==> src/rtl/disp_mux_n_if.sv <==
// Bus between display-formatting logic (master) and the digit multiplexer
// (slave): per-digit segment bytes, blanking and brightness in; anode and
// segment drive plus slot/frame status out.
interface disp_mux_n_if #(
  parameter int NUM_DIGITS = 4,
  parameter int BRIGHT_W   = 4
);
  localparam int IDX_W = $clog2(NUM_DIGITS);

  logic [8*NUM_DIGITS-1:0] din;
  logic [NUM_DIGITS-1:0]   blank_mask;
  logic [BRIGHT_W-1:0]     brightness;
  logic [NUM_DIGITS-1:0]   an;
  logic [7:0]              sseg;
  logic [IDX_W-1:0]        digit_idx;
  logic                    frame_tick;

  modport master (
    output din, blank_mask, brightness,
    input  an, sseg, digit_idx, frame_tick
  );

  modport slave (
    input  din, blank_mask, brightness,
    output an, sseg, digit_idx, frame_tick
  );
endinterface

==> src/rtl/disp_mux_n.sv <==
// Time-multiplexed driver for an N-digit common-anode 7-segment + DP display.
// Each slot is 2**PRESCALE_W cycles long: the digit's inputs are captured at
// the slot start, anodes stay off for GUARD cycles, then the digit is lit
// according to a PWM duty derived from the top prescaler bits.
module disp_mux_n #(
  parameter int NUM_DIGITS = 4,
  parameter int PRESCALE_W = 16,
  parameter int BRIGHT_W   = 4,
  parameter int GUARD      = 4
) (
  input logic       clk,
  input logic       reset,
  disp_mux_n_if.slave bus
);
  localparam int                   IDX_W     = $clog2(NUM_DIGITS);
  localparam logic [IDX_W-1:0]     LAST_IDX  = IDX_W'(NUM_DIGITS - 1);
  localparam logic [PRESCALE_W-1:0] GUARD_CNT = PRESCALE_W'(GUARD);

  logic [PRESCALE_W-1:0] pre;
  logic [IDX_W-1:0]      idx;
  logic [IDX_W-1:0]      idx_next;
  logic                  wrap;
  logic [7:0]            snap_seg;
  logic                  snap_blank;
  logic [BRIGHT_W-1:0]   snap_bri;
  logic [BRIGHT_W-1:0]   phase;
  logic                  lit;
  logic [NUM_DIGITS-1:0] onehot;

  // Slot boundary detection, next digit, PWM phase and lit decision.
  always_comb begin
    // NOTE: every signal gets a default first so no path leaves it unassigned,
    // which would otherwise infer a latch.
    wrap     = &pre;
    idx_next = idx;
    if (wrap) begin
      // Explicit wrap so non-power-of-two digit counts never reach NUM_DIGITS.
      idx_next = (idx == LAST_IDX) ? '0 : idx + IDX_W'(1);
    end
    phase  = pre[PRESCALE_W-1 -: BRIGHT_W];
    lit    = !snap_blank && (pre >= GUARD_CNT) &&
             ((phase < snap_bri) || (&snap_bri));
    onehot = NUM_DIGITS'(1) << idx;
  end

  // Prescaler, digit counter and per-slot input snapshot.
  always_ff @(posedge clk) begin
    // NOTE: non-blocking assignments keep every register updating from the
    // same pre-edge values, independent of statement order.
    if (reset) begin
      pre        <= '0;
      idx        <= '0;
      snap_seg   <= '0;
      snap_blank <= 1'b1;
      snap_bri   <= '0;
    end else begin
      pre <= pre + PRESCALE_W'(1);
      idx <= idx_next;
      if (wrap) begin
        snap_seg   <= bus.din[{idx_next, 3'b000} +: 8];
        snap_blank <= bus.blank_mask[idx_next];
        snap_bri   <= bus.brightness;
      end
    end
  end

  // Registered pin drive, one cycle behind the state above.
  always_ff @(posedge clk) begin
    if (reset) begin
      bus.an         <= '1;
      bus.sseg       <= 8'hFF;
      bus.digit_idx  <= '0;
      bus.frame_tick <= 1'b0;
    end else begin
      bus.an         <= lit ? ~onehot : '1;
      bus.sseg       <= lit ? snap_seg : 8'hFF;
      bus.digit_idx  <= idx;
      bus.frame_tick <= wrap && (idx == LAST_IDX);
    end
  end
endmodule
==> src/flat_wrapper.sv <==
// flat-port wrapper written by rule: the top's interface ports become plain ports
module disp_mux_n_flat 
#(
  parameter int NUM_DIGITS = 4,
  parameter int PRESCALE_W = 16,
  parameter int BRIGHT_W   = 4,
  parameter int GUARD      = 4
)
  (clk, reset, bus_din, bus_blank_mask, bus_brightness, bus_an, bus_sseg, bus_digit_idx, bus_frame_tick);
  disp_mux_n_if #(.NUM_DIGITS(NUM_DIGITS), .BRIGHT_W(BRIGHT_W)) bus_i ();
  input logic clk;
  input logic reset;
  input wire logic [$bits(bus_i.din)-1:0] bus_din;
  input wire logic [$bits(bus_i.blank_mask)-1:0] bus_blank_mask;
  input wire logic [$bits(bus_i.brightness)-1:0] bus_brightness;
  output wire logic [$bits(bus_i.an)-1:0] bus_an;
  output wire logic [$bits(bus_i.sseg)-1:0] bus_sseg;
  output wire logic [$bits(bus_i.digit_idx)-1:0] bus_digit_idx;
  output wire logic [$bits(bus_i.frame_tick)-1:0] bus_frame_tick;
  assign bus_i.din = bus_din;
  assign bus_i.blank_mask = bus_blank_mask;
  assign bus_i.brightness = bus_brightness;
  assign bus_an = bus_i.an;
  assign bus_sseg = bus_i.sseg;
  assign bus_digit_idx = bus_i.digit_idx;
  assign bus_frame_tick = bus_i.frame_tick;
  disp_mux_n #(.NUM_DIGITS(NUM_DIGITS), .PRESCALE_W(PRESCALE_W), .BRIGHT_W(BRIGHT_W), .GUARD(GUARD)) u_core (.clk(clk), .reset(reset), .bus(bus_i));
endmodule
==> config.mk <==
export PLATFORM = sky130hd
export DESIGN_NAME = disp_mux_n_flat
export DESIGN_NICKNAME = d
export VERILOG_FILES = /design/src/rtl/disp_mux_n_if.sv /design/src/rtl/disp_mux_n.sv /design/src/flat_wrapper.sv
export SDC_FILE = /design/constraint.sdc
export NUM_CORES = 1
export LEC_CHECK = 0
export ABC_AREA = 1
export BUFFER_PORTS_ARGS = -buffer_cell sky130_fd_sc_hd__buf_2
export CAP_MARGIN = 20
export CORE_ASPECT_RATIO = 1.5
export CORE_MARGIN = 2
export CORE_UTILIZATION = 45
export CTS_BUF_LIST = sky130_fd_sc_hd__clkbuf_8
export DETAILED_ROUTE_END_ITERATION = 8
export PLACE_DENSITY = 0.71
export SYNTH_ARGS = -nofsm -noshare
export SYNTH_HDL_FRONTEND = slang
export SYNTH_SLANG_ARGS = --single-unit
==> constraint.sdc <==
create_clock -name clk -period 1.45 [get_ports clk]
set_input_delay 0.145 -clock clk [delete_from_list [all_inputs] [get_ports clk]]
set_output_delay 0.145 -clock clk [all_outputs]
set_load 0.01 [all_outputs]
== Yosys cells after proc, flatten, opt, wreduce, memory -nomap -nowiden ==
Index checks and enable logic that the tools add are counted.
Word-level totals
  register bits after elaboration: 46
  input port bits: 42
  output and inout port bits: 15
  word-level logic and storage cells: 31
Operators by class
  $add $sub $neg: 2
  $lt $le $gt $ge: 3
  equality and inequality tests: 1
  shifts and indexed selects: 2
  muxes and demuxes: 4
  bitwise logic cells: 2
  reduce and logical (&&, ||, !) cells: 8
Operators with widths (number)
  32-bit by 6-bit indexed part select with 8-bit output: 1
  16-bit by 1-bit adder with 16-bit output, second input constant: 1
  16-bit by 3-bit greater-or-equal comparator with 1-bit output, second input constant: 1
  16-bit AND reduction: 1
  4-bit less-than comparator: 1
  2-bit 2-to-1 mux: 2
  4-bit NOT: 1
  4-bit AND reduction: 1
  1-bit by 2-bit << shifter with 4-bit output, first input constant: 1
  1-bit logical AND: 3
  2-bit by 3-bit less-than comparator with 1-bit output, second input constant: 1
  2-bit by 1-bit adder with 2-bit output, second input constant: 1
  1-bit binary-select mux with 2-bit select: 1
  2-bit equality test, second input constant: 1
  2-bit OR reduction: 1
  1-bit logical NOT: 1
  1-bit logical OR: 1
  1-bit 2-to-1 mux: 1
  1-bit NOT: 1

== Longest topological paths before layout ==
Gate-level depths: netlist of run 1.
  depth after elaboration: 5
  gate-level depth with buffers: 14
  depth with buffers taken out: 13

== Worst setup path before layout of run 1 ==
No wires, ideal clock.
  path type: register to register
  from: register u_core.pre[0]
  to: register u_core.snap_seg[1]
  library setup time: 109 ps
  arrival: 1527 ps
  data required time: 1341 ps
  slack: -186 ps
  cell stages (with the launch flop): 14
  path buffers: 1
  period minus slack after synthesis: 1636 ps
  path through: dfxtp_1 -> ha_1 -> nand2_2 -> nor2_4 -> nand2_4 -> nor2_8 -> nand2_4 -> nand2_4 -> buf_12 -> nand2_1 -> nand3_1 -> nand3_1 -> nand2_1 -> inv_1
Between the ends
  word-level cells in the longest chain between the ends: 3
RTL lines
  start, declared: line disp_mux_n.sv:19  | logic [PRESCALE_W-1:0] pre;
  start signal, assigned: line disp_mux_n.sv:57  | pre <= pre + PRESCALE_W'(1);
  16-bit AND reduction (*): line disp_mux_n.sv:34  | wrap = &pre;
  2-bit 2-to-1 mux: line disp_mux_n.sv:36  | if (wrap) begin
  32-bit by 6-bit indexed part select with 8-bit output: line disp_mux_n.sv:60  | snap_seg <= bus.din[{idx_next, 3'b000} +: 8];
  end signal, assigned: line disp_mux_n.sv:60
  end, declared: line disp_mux_n.sv:23  | logic [7:0] snap_seg;
Every way passes the cells marked *; elsewhere a longest branch is shown, timed or not.
A chain may end at the register's enable or synchronous reset.

== Worst setup path in the final report of run 1 ==
  from: register u_core.pre[1]
  to: register u_core.snap_seg[0]
The elaborated chain is that of the path after synthesis.

==> summary.txt, run 1 <==
Outcome
  • Outcome: finished, violations left
  • Failing checks: setup timing

Place
  • RePlAce Congestion: 0.845
  • IO buf count: 56
  • Detail Placement HPWL: 4600 µm
  • Placed Instances: 496

Critical path
  • CP top delay family: simple AND/OR/NAND/NOR gates
  • CP Class: flip-flop to flip-flop
  • Crit path required time: 1710 ps
  • Startpoint Class: flip-flop
  • Crit. End Element: flip-flop
  • CP max-delay cell: dfxtp_2
  • Worst Path Buf+Inv: 1
  • Crit path arrival time: 1950 ps
  • CP Cell Sequence: ha_4, nand3_2, nor2_4, nand2_8, o21ai_4, nand3_2, nand3_2, nand2_1, inv_1
  • CP Max Fanout: 7
  • Cell repeated most along the worst path: nand3_2
  • CP peak stage delay: 370 ps

STA
  • Max Clk Rate: between 500 and 600 MHz
  • Part of the cycle the worst path needs: 117%
  • Min Tclk post-route: 1690 ps
  • Hold Slack: roughly 110 ps
  • Max_slew headroom: 68.4%
  • Layout Skew: ~3.1 ps
  • Unrepaired setup endpoints after global routing: yes
  • Slew at the pin with the worst max-slew slack: 473 ps
  • Fin. Hold Viols: 0
  • Final setup fails: 16
  • Fin. max-slew vios: 0
  • Final worst slack: -245 ps

Synth
  • Share of the synthesized area in the top cell type: 36.6%
  • Post-Syn Area: 2520 µm²
  • Mean post-synth cell area: between 7 and 8 µm²
  • Syn Inst Count: 340
  • Yosys warning total: 0
  • Net Count, Synth: roughly 390
  • Sequential cell area fraction in the yosys report: 36.6%
  • Synth unique cells: 33
  • Cell taking the most area after synthesis: dfxtp_1
  • Flops & latches, synth: 46
  • Area contributors post-synth: dfxtp_1 (37%), nand3_1 (13%), inv_1 (10%)

CTS
  • CTS Root Cell: clkbuf_8
  • Clock sinks: 46
  • CTS tree: yes
  • Cts bufs inserted: 5
  • Clock-pin slew of the registers on the worst-case setup and hold paths: around 80 ps
  • H-tree depth: 2
  • Maximum root-to-sink buffer count: 2
  • Worst skew pair latency: 300 ps

Final layout
  • Multi-input logic area: 1590 µm²
  • Nets: 496
  • Layout cell share with drive strength beyond 1: 45.7%
  • Sequential cell area: between 900 and 1000 µm²
  • Syn-to-layout area delta: 46.5%
  • FILL cells: 454
  • Non-Filler Instances: 516
  • Fin util: 67.7%
  • Final antenna diode count: 0

Routing
  • Drt wl/cell: between 10 and 15 µm
  • Total routed wirelength: 7030 µm
  • TritonRoute pass-1 iters: 4
  • Final ANT Viol Nets: 0
  • DRT iter0 DRCs: 97
  • Via count: 2590
  • Via density: between 5 and 6
  • DRC Markers: 0

Die
  • Core area: 5450 µm²
  • Die W: 65.1 µm
  • Die Height: roughly 96 µm
  • Core Rows: 33
  • Starting density of the core: 46.2%
  • Ports: between 50 and 60
  • DIE AREA: just over 6000 µm²

Power
  • Power share of the clock group: about two fifths
  • Reg power frac: 53.3%
  • Net Sw Frac: 22.4%
  • Leakage: 0.00184 µW
  • P_sw: about 540 µW
  • IR drop worst, VDD: approximately 0.00033 V
  • Internal: 1860 µW
  • Power Dens Cells: 649 nW/µm²
  • Combinational share of power: around 7.3%

GRT
  • Largest net degree at the start of global routing: 23
  • GRT Total Usage: a little under a quarter
  • Congestion Overflow GR: 0
  • Number of antenna violations at the first check in global routing: 0
  • Vias in the first global route: 2454
  • First-pass GRT wire length: between 10000 and 15000 µm

Flow run
  • Max-cap violations: 0

Hold path
  • Hold crit path type: input pin to flip-flop
-- worst paths after layout --
kind / startpoint / end / slack (ps) / depth (start not counted)
setup / recovery: u_core.pre[1]$_SDFF_PP0_ / u_core.snap_seg[0]$_SDFFE_PP0N_ / -240 / 9
hold / removal: bus_brightness[3] / u_core.snap_bri[3]$_SDFFE_PP0N_ / 110 / 3
setup reg to reg: u_core.pre[1]$_SDFF_PP0_ / u_core.snap_seg[0]$_SDFFE_PP0N_ / -240 / 9
hold reg to reg: u_core.snap_seg[2]$_SDFFE_PP0N_ / u_core.bus.sseg[2]$_SDFF_PP1_ / 430 / 2
-- flip-flops by register name, indices dropped and copies added, names as in the netlist --
register               count
u_core.bus.sseg            8
u_core.bus.frame_tick      1
u_core.snap_seg            8
u_core.pre                16
u_core.snap_blank          1
u_core.snap_bri            4
u_core.bus.digit_idx       2
u_core.idx                 2
u_core.bus.an              4
-- area by class of cell --
type / count / share of cell area (%)
clock inverters: 3 / 1.12
well taps: 70 / 2.37
flip-flops and latches: 46 / 25.5
multi-input cells: 217 / 43.0
inverters: 70 / 7.32
clock buffers: 5 / 1.87
repair buffers: 105 / 18.9
-- cell usage in the layout (no fill, tap or decap), drive strengths merged, types with 2 or more instances in the layout --
master and count:
dfxtp 46, o21a 2, o21ai 15, clkbuf 5
nand3 66, inv 71, nor4 4, nor2 30
a21oi 20, ha 9, xor2 3, buf 105
nor3 2, a31oi 2, nand2 58, o41ai 2
-- through the flow --
stage          area (µm²)  total power, µW  setup TNS, ps  setup WS [ps]
2_1_floorplan        2550             1380           -757          -87.8
3_3_place_gp         3140             1460          -5940           -306
3_5_place_dp         3140             1460          -7200           -426
4_1_cts              3570             2410          -1780           -171
5_1_grt              3690             2480          -4790           -343
6_report             3690             2400          -2240           -245
-- routing by layer --
layer | vias to the layer above | track usage [%] | share of wire, %
met5 | - | 0 | 0
met3 | 25 | 2.24 | 3.3
met1 | 1186 | 23.4 | 37
met4 | 0 | 14.9 | 5.4
li1 | 1290 | - | -
met2 | 89 | 43.6 | 54
-- repair_timing --
| action | 4_1_cts | 5_1_grt |
|---|---|---|
| pin swaps | 27 | 23 |
| gates resized for setup | 50 | 31 |
| gates cloned | 4 | 1 |
| hold buffers | 0 | 0 |
| setup buffers | 5 | 2 |
| hold endpoints to repair | 0 | 0 |
| setup endpoints to repair | 30 | 31 |
-- kinds of logic (layout without fill, tap and decap cells) --
family	after synthesis	count (layout)	synth area share [%]
flip-flops	46	46	36.6
XOR/XNOR	4	4	1.39
buffers and inverters	82	183	14.7
AO/OA/AOI/OAI	39	42	9.34
AND/OR/NAND/NOR	160	162	33.5
adder cells (fa/ha/maj)	9	9	4.47
-- cells in the mapped netlist (all sizes together) --
cell type	number
inv	70
nand3	66
nand2	56
dfxtp	46
nor2	30
a21oi	20
o21ai	13
ha	9
buf	7
clkbuf	4
nor4	4
xor2	3
a31oi	2
nor3	2
o21a	2
dlygate4sd1	1
nand3b	1
nand4	1
o211ai	1
o41ai	1
xnor2	1
-- worst min-delay path, cell delays in order --
cell and delay (ps):
buf_2 90, o21ai_2 50, a21oi_1 90
-- power by group through the flow --
stage               Combinational (µW)  Sequential, µW  Clock, µW
floorplan                         74.0            1310          0
global placement                   153            1310          0
detailed placement                 155            1310          0
CTS                                167            1280        961
global route                       195            1280       1010
finish                             175            1280        943
Note: power is estimated with default switching activity, not from simulation.
==> inputs of run 2 (changes only) <==
- CTS_BUF_LIST: sky130_fd_sc_hd__clkbuf_8 -> unset
==> run 2 against run 1 <==
  * The flow still finishes with violations (setup timing)
  * Global-route usage unchanged
  * Maximum frequency about the same
  * Die area unchanged
  * Via count about the same
  * Worst hold slack better by 1.1 ps
  * Core utilization unchanged
  * Register-to-register slack about the same
  * Design area unchanged
  * Clock-buffer cell count up 1
  * First-iteration DRC count down 4.1%
  * Setup slack worse by 0.79 ps
  * Largest power group unchanged
==> summary.txt, run 2 (synthesized netlist as in run 1, its figures left out) <==
CTS
  • Cts bufs inserted: 5
  • CTS Root Cell: clkbuf_8
  • CTS Hold Buffers Added: 0
  • Maximum root-to-sink buffer count: 2
  • Worst skew pair latency: 300 ps
  • CTS tree: yes
  • Clock sinks: 46
  • Clock-pin slew of the registers on the worst-case setup and hold paths: 80 ps
  • H-tree depth: 2

Flow run
  • Max-cap violations: 0

STA
  • Part of the cycle the worst path needs: 117%
  • Layout Skew: 3.01 ps
  • Max_slew headroom: slightly below 70%
  • Unrepaired setup endpoints after global routing: yes
  • Min Tclk post-route: 1700 ps
  • Max Clk Rate: 590 MHz
  • Fin. max-slew vios: 0
  • Slew at the pin with the worst max-slew slack: 476 ps
  • Fin. Hold Viols: 0
  • Final setup fails: 17
  • Final worst slack: -246 ps

Place
  • RePlAce Congestion: 0.845
  • IO buf count: between 50 and 60
  • Detail Placement HPWL: 4600 µm
  • Placed Instances: 496
  • Pre-CTS WS: -426 ps

Routing
  • Via density: 5.02
  • TritonRoute pass-1 iters: 4
  • Drt wl/cell: 13.6 µm
  • Total routed wirelength: 7020 µm
  • Via count: 2591
  • DRT iter0 DRCs: slightly above 90
  • Final ANT Viol Nets: 0
  • DRC Markers: 0

Die
  • Ports: 57
  • Core area: 5450 µm²
  • DIE AREA: just over 6000 µm²
  • Die W: ~65 µm
  • Die Height: 95.6 µm
  • Starting density of the core: 46.2%
  • Core Rows: 33

GRT
  • Largest net degree at the start of global routing: 23
  • GRT Total Usage: 23.0%
  • First-pass GRT wire length: 10900 µm
  • Vias in the first global route: 2454
  • Number of antenna violations at the first check in global routing: 0
  • Congestion Overflow GR: 0

Power
  • P_sw: 534 µW
  • Internal: around 1900 µW
  • Power share of the clock group: 39.5%
  • Power Dens Cells: 650 nW/µm²
  • Combinational share of power: under 10%
  • IR drop worst, VDD: roughly 0.00034 V
  • Leakage: 0.00183 µW
  • Reg power frac: 53.2%
  • Net Sw Frac: 22.2%

Final layout
  • Largest Register: u_core.pre
  • Leading cell type in the layout, fill and taps excluded: inv_1
  • Commonest non-fill, non-tap cells in the layout: inv_1 (66), buf_2 (56), buf_4 (41), nand2_1 (37), nand3_1 (35)
  • Final antenna diode count: 0
  • Nets: 496
  • Syn-to-layout area delta: 46.5%
  • Layout cell share with drive strength beyond 1: 45.7%
  • Largest register FFs: 16
  • Largest registers: u_core.pre x16, u_core.bus.sseg x8, u_core.snap_seg x8
  • Non-Filler Instances: a little over 500

Hold path
  • Hold crit path type: input pin to flip-flop

Outcome
  • Failing checks: setup timing
  • Outcome: finished, violations left

Critical path
  • CP Class: flip-flop to flip-flop
  • Crit. End Element: flip-flop
  • Crit path arrival time: roughly 2000 ps
  • Crit path required time: roughly 1700 ps
  • CP Max Fanout: 7
  • Startpoint Class: flip-flop
-- run 2: final cells by class --
type / instances / area [µm²]
multi-input combinational: 217 / 1590
clock buffer: 6 / 72.6
timing repair buffer: 105 / 696
clock inverter: 2 / 37.5
fill: 454 / 1760
sequential: 46 / 940
inverter: 70 / 270
tap: 70 / 87.6
-- run 2: metrics by stage --
| stage | utilization (%) | setup TNS, ps | instance area, µm² | total power [µW] | hold slack [ps] |
|---|---|---|---|---|---|
| after floorplan | - | -757 | 2550 | 1380 | 287 |
| after global placement | 57.5 | -5940 | 3140 | 1460 | 423 |
| after detailed placement | 57.5 | -7200 | 3140 | 1460 | 430 |
| after CTS | 65.6 | -1780 | 3570 | 2410 | 118 |
| after global routing | 67.7 | -4790 | 3690 | 2490 | 118 |
| final | 67.7 | -2250 | 3690 | 2400 | 109 |
-- run 2: routing by layer --
| metal | vias to the layer above | routed length, µm | global-route usage (%) |
|---|---|---|---|
| li1 | 1290 | - | - |
| met1 | 1185 | 2620 | 23.4 |
| met2 | 91 | 3780 | 43.6 |
| met3 | 25 | 247 | 2.24 |
| met4 | 0 | 376 | 14.9 |
| met5 | - | 0 | 0 |
-- run 2: final timing paths --
| kind | from | to | slack (ps) | depth (start not counted) |
|---|---|---|---|---|
| max reg2reg | u_core.pre[1]$_SDFF_PP0_ | u_core.snap_seg[0]$_SDFFE_PP0N_ | -250 | 9 |
| min reg2reg | u_core.snap_seg[6]$_SDFFE_PP0N_ | u_core.bus.sseg[6]$_SDFF_PP1_ | 430 | 2 |
| min | bus_brightness[3] | u_core.snap_bri[3]$_SDFFE_PP0N_ | 110 | 3 |
| max | u_core.pre[1]$_SDFF_PP0_ | u_core.snap_seg[0]$_SDFFE_PP0N_ | -250 | 9 |
-- run 2: timing repair --
action / 4_1_cts / 5_1_grt
resized for setup: 50 / 31
pin swaps: 27 / 23
gates cloned: 4 / 1
setup buffers: 5 / 2
endpoints found under the setup margin: 30 / 31
-- run 2: critical path: stages (launching register included) --
cell	delay (ps)
dfxtp_2	370
ha_4	170
nand3_2	110
nor2_4	200
nand2_8	140
o21ai_4	300
nand3_2	160
nand3_2	110
nand2_1	50
inv_1	40
-- run 2: power groups by stage --
stage | sequential [µW] | clock [µW] | combinational, µW
6_report | 1280 | 947 | 175
4_1_cts | 1280 | 968 | 167
3_5_place_dp | 1310 | 0 | 155
3_3_place_gp | 1310 | 0 | 153
5_1_grt | 1280 | 1010 | 195
2_1_floorplan | 1310 | 0 | 74.0
==> inputs of run 3 (changes only) <==
- ABC_AREA: 1 -> unset
- PLACE_DENSITY: 0.71 -> 0.72
==> run 3 against run 2 <==
  * The run still ends with setup timing left
  * Maximum frequency decreased by 5.7%
  * Die area is 13% lower
  * Global-route usage grew 1.0 points
  * First-iteration DRC count grew 31%
  * Critical path depth is 2 lower
  * Critical endpoint is now u_core.snap_seg[5]$_SDFFE_PP0N_
  * Largest cell class unchanged
==> summary.txt, run 3 <==
Synth
  • Synth unique cells: 36
  • Commonest cells in the netlist: dfxtp_1 (46), nand2_1 (36), nor2_1 (18), o21ai_0 (18), a21oi_1 (16)
  • Async SR Flop Fraction: 0%
  • Area contributors post-synth: dfxtp_1 (42%), nand2_1 (6.2%), ha_1 (5.2%)
  • Mean post-synth cell area: 8.56 µm²
  • Sequential cell area fraction in the yosys report: 42.4%
  • Yosys warning total: 0
  • Post-synth EDFFs: 0
  • Share of the synthesized area in the top cell type: 42.4%
  • Net Count, Synth: between 300 and 400
  • Primary FF master, synth: dfxtp_1
  • Post-Syn Area: ~2200 µm²
  • Flops & latches, synth: 46
  • Top-count cell post-synth: dfxtp_1
  • Syn Inst Count: 254
  • Cell taking the most area after synthesis: dfxtp_1

Power
  • Power share of the clock group: 39.2%
  • Reg power frac: between 50% and 60%
  • IR drop worst, VDD: 0.000641 V
  • Combinational share of power: 6.7%
  • Power Dens Cells: 743 nW/µm²
  • P_sw: 554 µW
  • Internal: 1800 µW
  • Leakage: 0.00133 µW
  • Net Sw Frac: 23.5%

STA
  • Final setup fails: 27
  • Final worst slack: -348 ps
  • Layout Skew: 2.99 ps
  • Unrepaired setup endpoints after global routing: yes
  • Slew at the pin with the worst max-slew slack: 654 ps
  • Min Tclk post-route: 1800 ps
  • Hold Slack: 70.4 ps
  • Part of the cycle the worst path needs: 124%
  • Post-route setup TNS: -4950 ps
  • Fin. max-slew vios: 0
  • Fin. Hold Viols: 0
  • Max_slew headroom: 56.4%
  • Max Clk Rate: 556 MHz

Critical path
  • Crit path arrival time: between 1500 and 2000 ps
  • Startpoint Class: flip-flop
  • CP Cell Sequence: ha_4, and4_4, and4_4, mux2i_4, buf_12, mux2i_2, a211oi_1
  • R2R Setup Slk: -350 ps
  • R2R Path End: u_core.snap_seg[5]$_SDFFE_PP0N_
  • Worst Path Buf+Inv: 1
  • R2r worst-path depth: 7
  • Crit. End Element: flip-flop
  • Crit path required time: 1610 ps
  • CP top delay family: simple AND/OR/NAND/NOR gates
  • R2r startpoint: u_core.pre[1]$_SDFF_PP0_
  • CP Class: flip-flop to flip-flop
  • Cell repeated most along the worst path: and4_4
  • CP peak stage delay: 370 ps
  • CP Max Fanout: 9
  • CP max-delay cell: dfxtp_4

CTS
  • H-tree depth: 2
  • Cts bufs inserted: 5
  • Maximum root-to-sink buffer count: 2
  • CTS tree: yes
  • Worst skew pair latency: 300 ps
  • Clock sinks: 46
  • CTS Root Cell: clkbuf_8
  • Clock-pin slew of the registers on the worst-case setup and hold paths: ~90 ps

Routing
  • Via count: ~2300
  • TritonRoute pass-1 iters: 4
  • Final ANT Viol Nets: 0
  • DRC Markers: 0
  • Total routed wirelength: 6220 µm
  • DRT iter0 DRCs: 122
  • Drt wl/cell: between 10 and 15 µm
  • Via density: approximately 5.4

GRT
  • First-pass GRT wire length: 9630 µm
  • Vias in the first global route: 2100
  • Congestion Overflow GR: 0
  • Largest net degree at the start of global routing: 34
  • Number of antenna violations at the first check in global routing: 0
  • GRT Total Usage: 24.0%

Final layout
  • Final instance area: 3170 µm²
  • Sequential cell area: 942 µm²
  • FILL cells: 378
  • Syn-to-layout area delta: 46.1%
  • Fin util: between 60% and 70%
  • Layout cell share with drive strength beyond 1: 44.5%
  • Largest Register: u_core.pre
  • Nets: 403
  • Leading cell type in the layout, fill and taps excluded: buf_2
  • Multi-input logic area: 1320 µm²
  • Largest registers: u_core.pre x16, u_core.bus.sseg x8, u_core.snap_seg x8
  • Largest register FFs: 16
  • Final antenna diode count: 0
  • Commonest non-fill, non-tap cells in the layout: buf_2 (56), buf_4 (38), nand2_1 (33), dfxtp_1 (33), nor2_1 (18)

Place
  • Placed Area: 2870 µm²
  • IO buf count: 56
  • Pre-CTS WS: -285 ps
  • RePlAce Congestion: 0.838
  • Detail Placement HPWL: 4290 µm

Die
  • Core area: 4730 µm²
  • Starting density of the core: between 40% and 50%
  • Ports: 57
  • DIE AREA: between 5000 and 6000 µm²
  • Die W: 60.7 µm
  • Die Height: 89.1 µm
  • Core Rows: 31

Hold path
  • Hold crit path type: input pin to flip-flop
  • Hold Crit Start: bus_brightness[2]
  • WHS Path Cells: 3
  • Hold-critical path endpoint: u_core.snap_bri[2]$_SDFFE_PP0N_

Flow run
  • Max-cap violations: 0

Outcome
  • Outcome: finished, violations left
  • Failing checks: setup timing
run 3: cell types whose count changed after synthesis, sizes merged, moves of 8 or more:
cell,before,now
mux2i,0,8
a211oi,0,9
nand3,66,5
nor4,4,13
inv,70,9
nand2,56,36
nor2,30,18
run 3: routing by layer:
layer	track usage (%)	up-vias	part of all wire (%)
met5	0	-	0
met4	11.9	0	5.3
met3	4.20	25	5.0
met2	43.3	92	54
met1	26.1	1042	36
li1	-	1099	-
run 3: timing repair:
item,4_1_cts,5_1_grt
pin swaps,10,11
cloned,0,0
hold buffers,0,0
buffers inserted,2,3
gates resized for setup,26,24
setup endpoints to repair,27,35
run 3: layout make-up:
cell class	instances	area share, %
sequential	46	29.7
clock buffer	6	2.96
tap	66	2.60
inverter	9	1.06
clock inverter	2	0.591
timing repair buffer	104	21.6
multi-input combinational	186	41.5
run 3: worst max path at each step:
| stage | start | end | slack [ps] | cells past startpoint |
|---|---|---|---|---|
| final | u_core.pre[1]$_SDFF_PP0_ | u_core.snap_seg[5]$_SDFFE_PP0N_ | -350 | 7 |
| after global routing | u_core.pre[1]$_SDFF_PP0_ | u_core.snap_seg[5]$_SDFFE_PP0N_ | -430 | 7 |
| after CTS | u_core.pre[1]$_SDFF_PP0_ | u_core.snap_seg[1]$_SDFFE_PP0N_ | -300 | 7 |
| after detailed placement | u_core.pre[1]$_SDFF_PP0_ | u_core.snap_seg[7]$_SDFFE_PP0N_ | -290 | 7 |
| after global placement | u_core.pre[1]$_SDFF_PP0_ | u_core.snap_seg[7]$_SDFFE_PP0N_ | -260 | 7 |
| after floorplan | u_core.pre[1]$_SDFF_PP0_ | u_core.snap_seg[0]$_SDFFE_PP0N_ | -380 | 7 |
run 3: worst min-delay path, stage by stage:
cell     delay [ps]
buf_2            90
nand2_1          40
a21oi_1          50
run 3: power groups by stage:
| stage | Combinational, µW | Sequential (µW) | Clock [µW] |
|---|---|---|---|
| floorplan | 53.7 | 1310 | 0 |
| global placement | 140 | 1300 | 0 |
| detailed placement | 141 | 1300 | 0 |
| CTS | 149 | 1280 | 940 |
| global route | 171 | 1280 | 999 |
| finish | 157 | 1280 | 926 |
run 3: kinds of logic (layout without fill, tap and decap cells):
family	after synthesis	after routing	share of synthesized area, %
buffers and inverters	22	121	4.14
XOR/XNOR	12	12	4.84
adder cells (fa/ha/maj)	9	9	5.18
multiplexers	8	8	4.26
AND/OR/NAND/NOR	95	95	22.0
flip-flops	46	46	42.4
AO/OA/AOI/OAI	62	62	17.2
run 3: per-stage QoR:
stage | total power (µW) | instances
4_1_cts | 2360 | 417
3_5_place_dp | 1450 | 407
3_3_place_gp | 1440 | 407
5_1_grt | 2450 | 419
6_report | 2360 | 419
2_1_floorplan | 1360 | 254
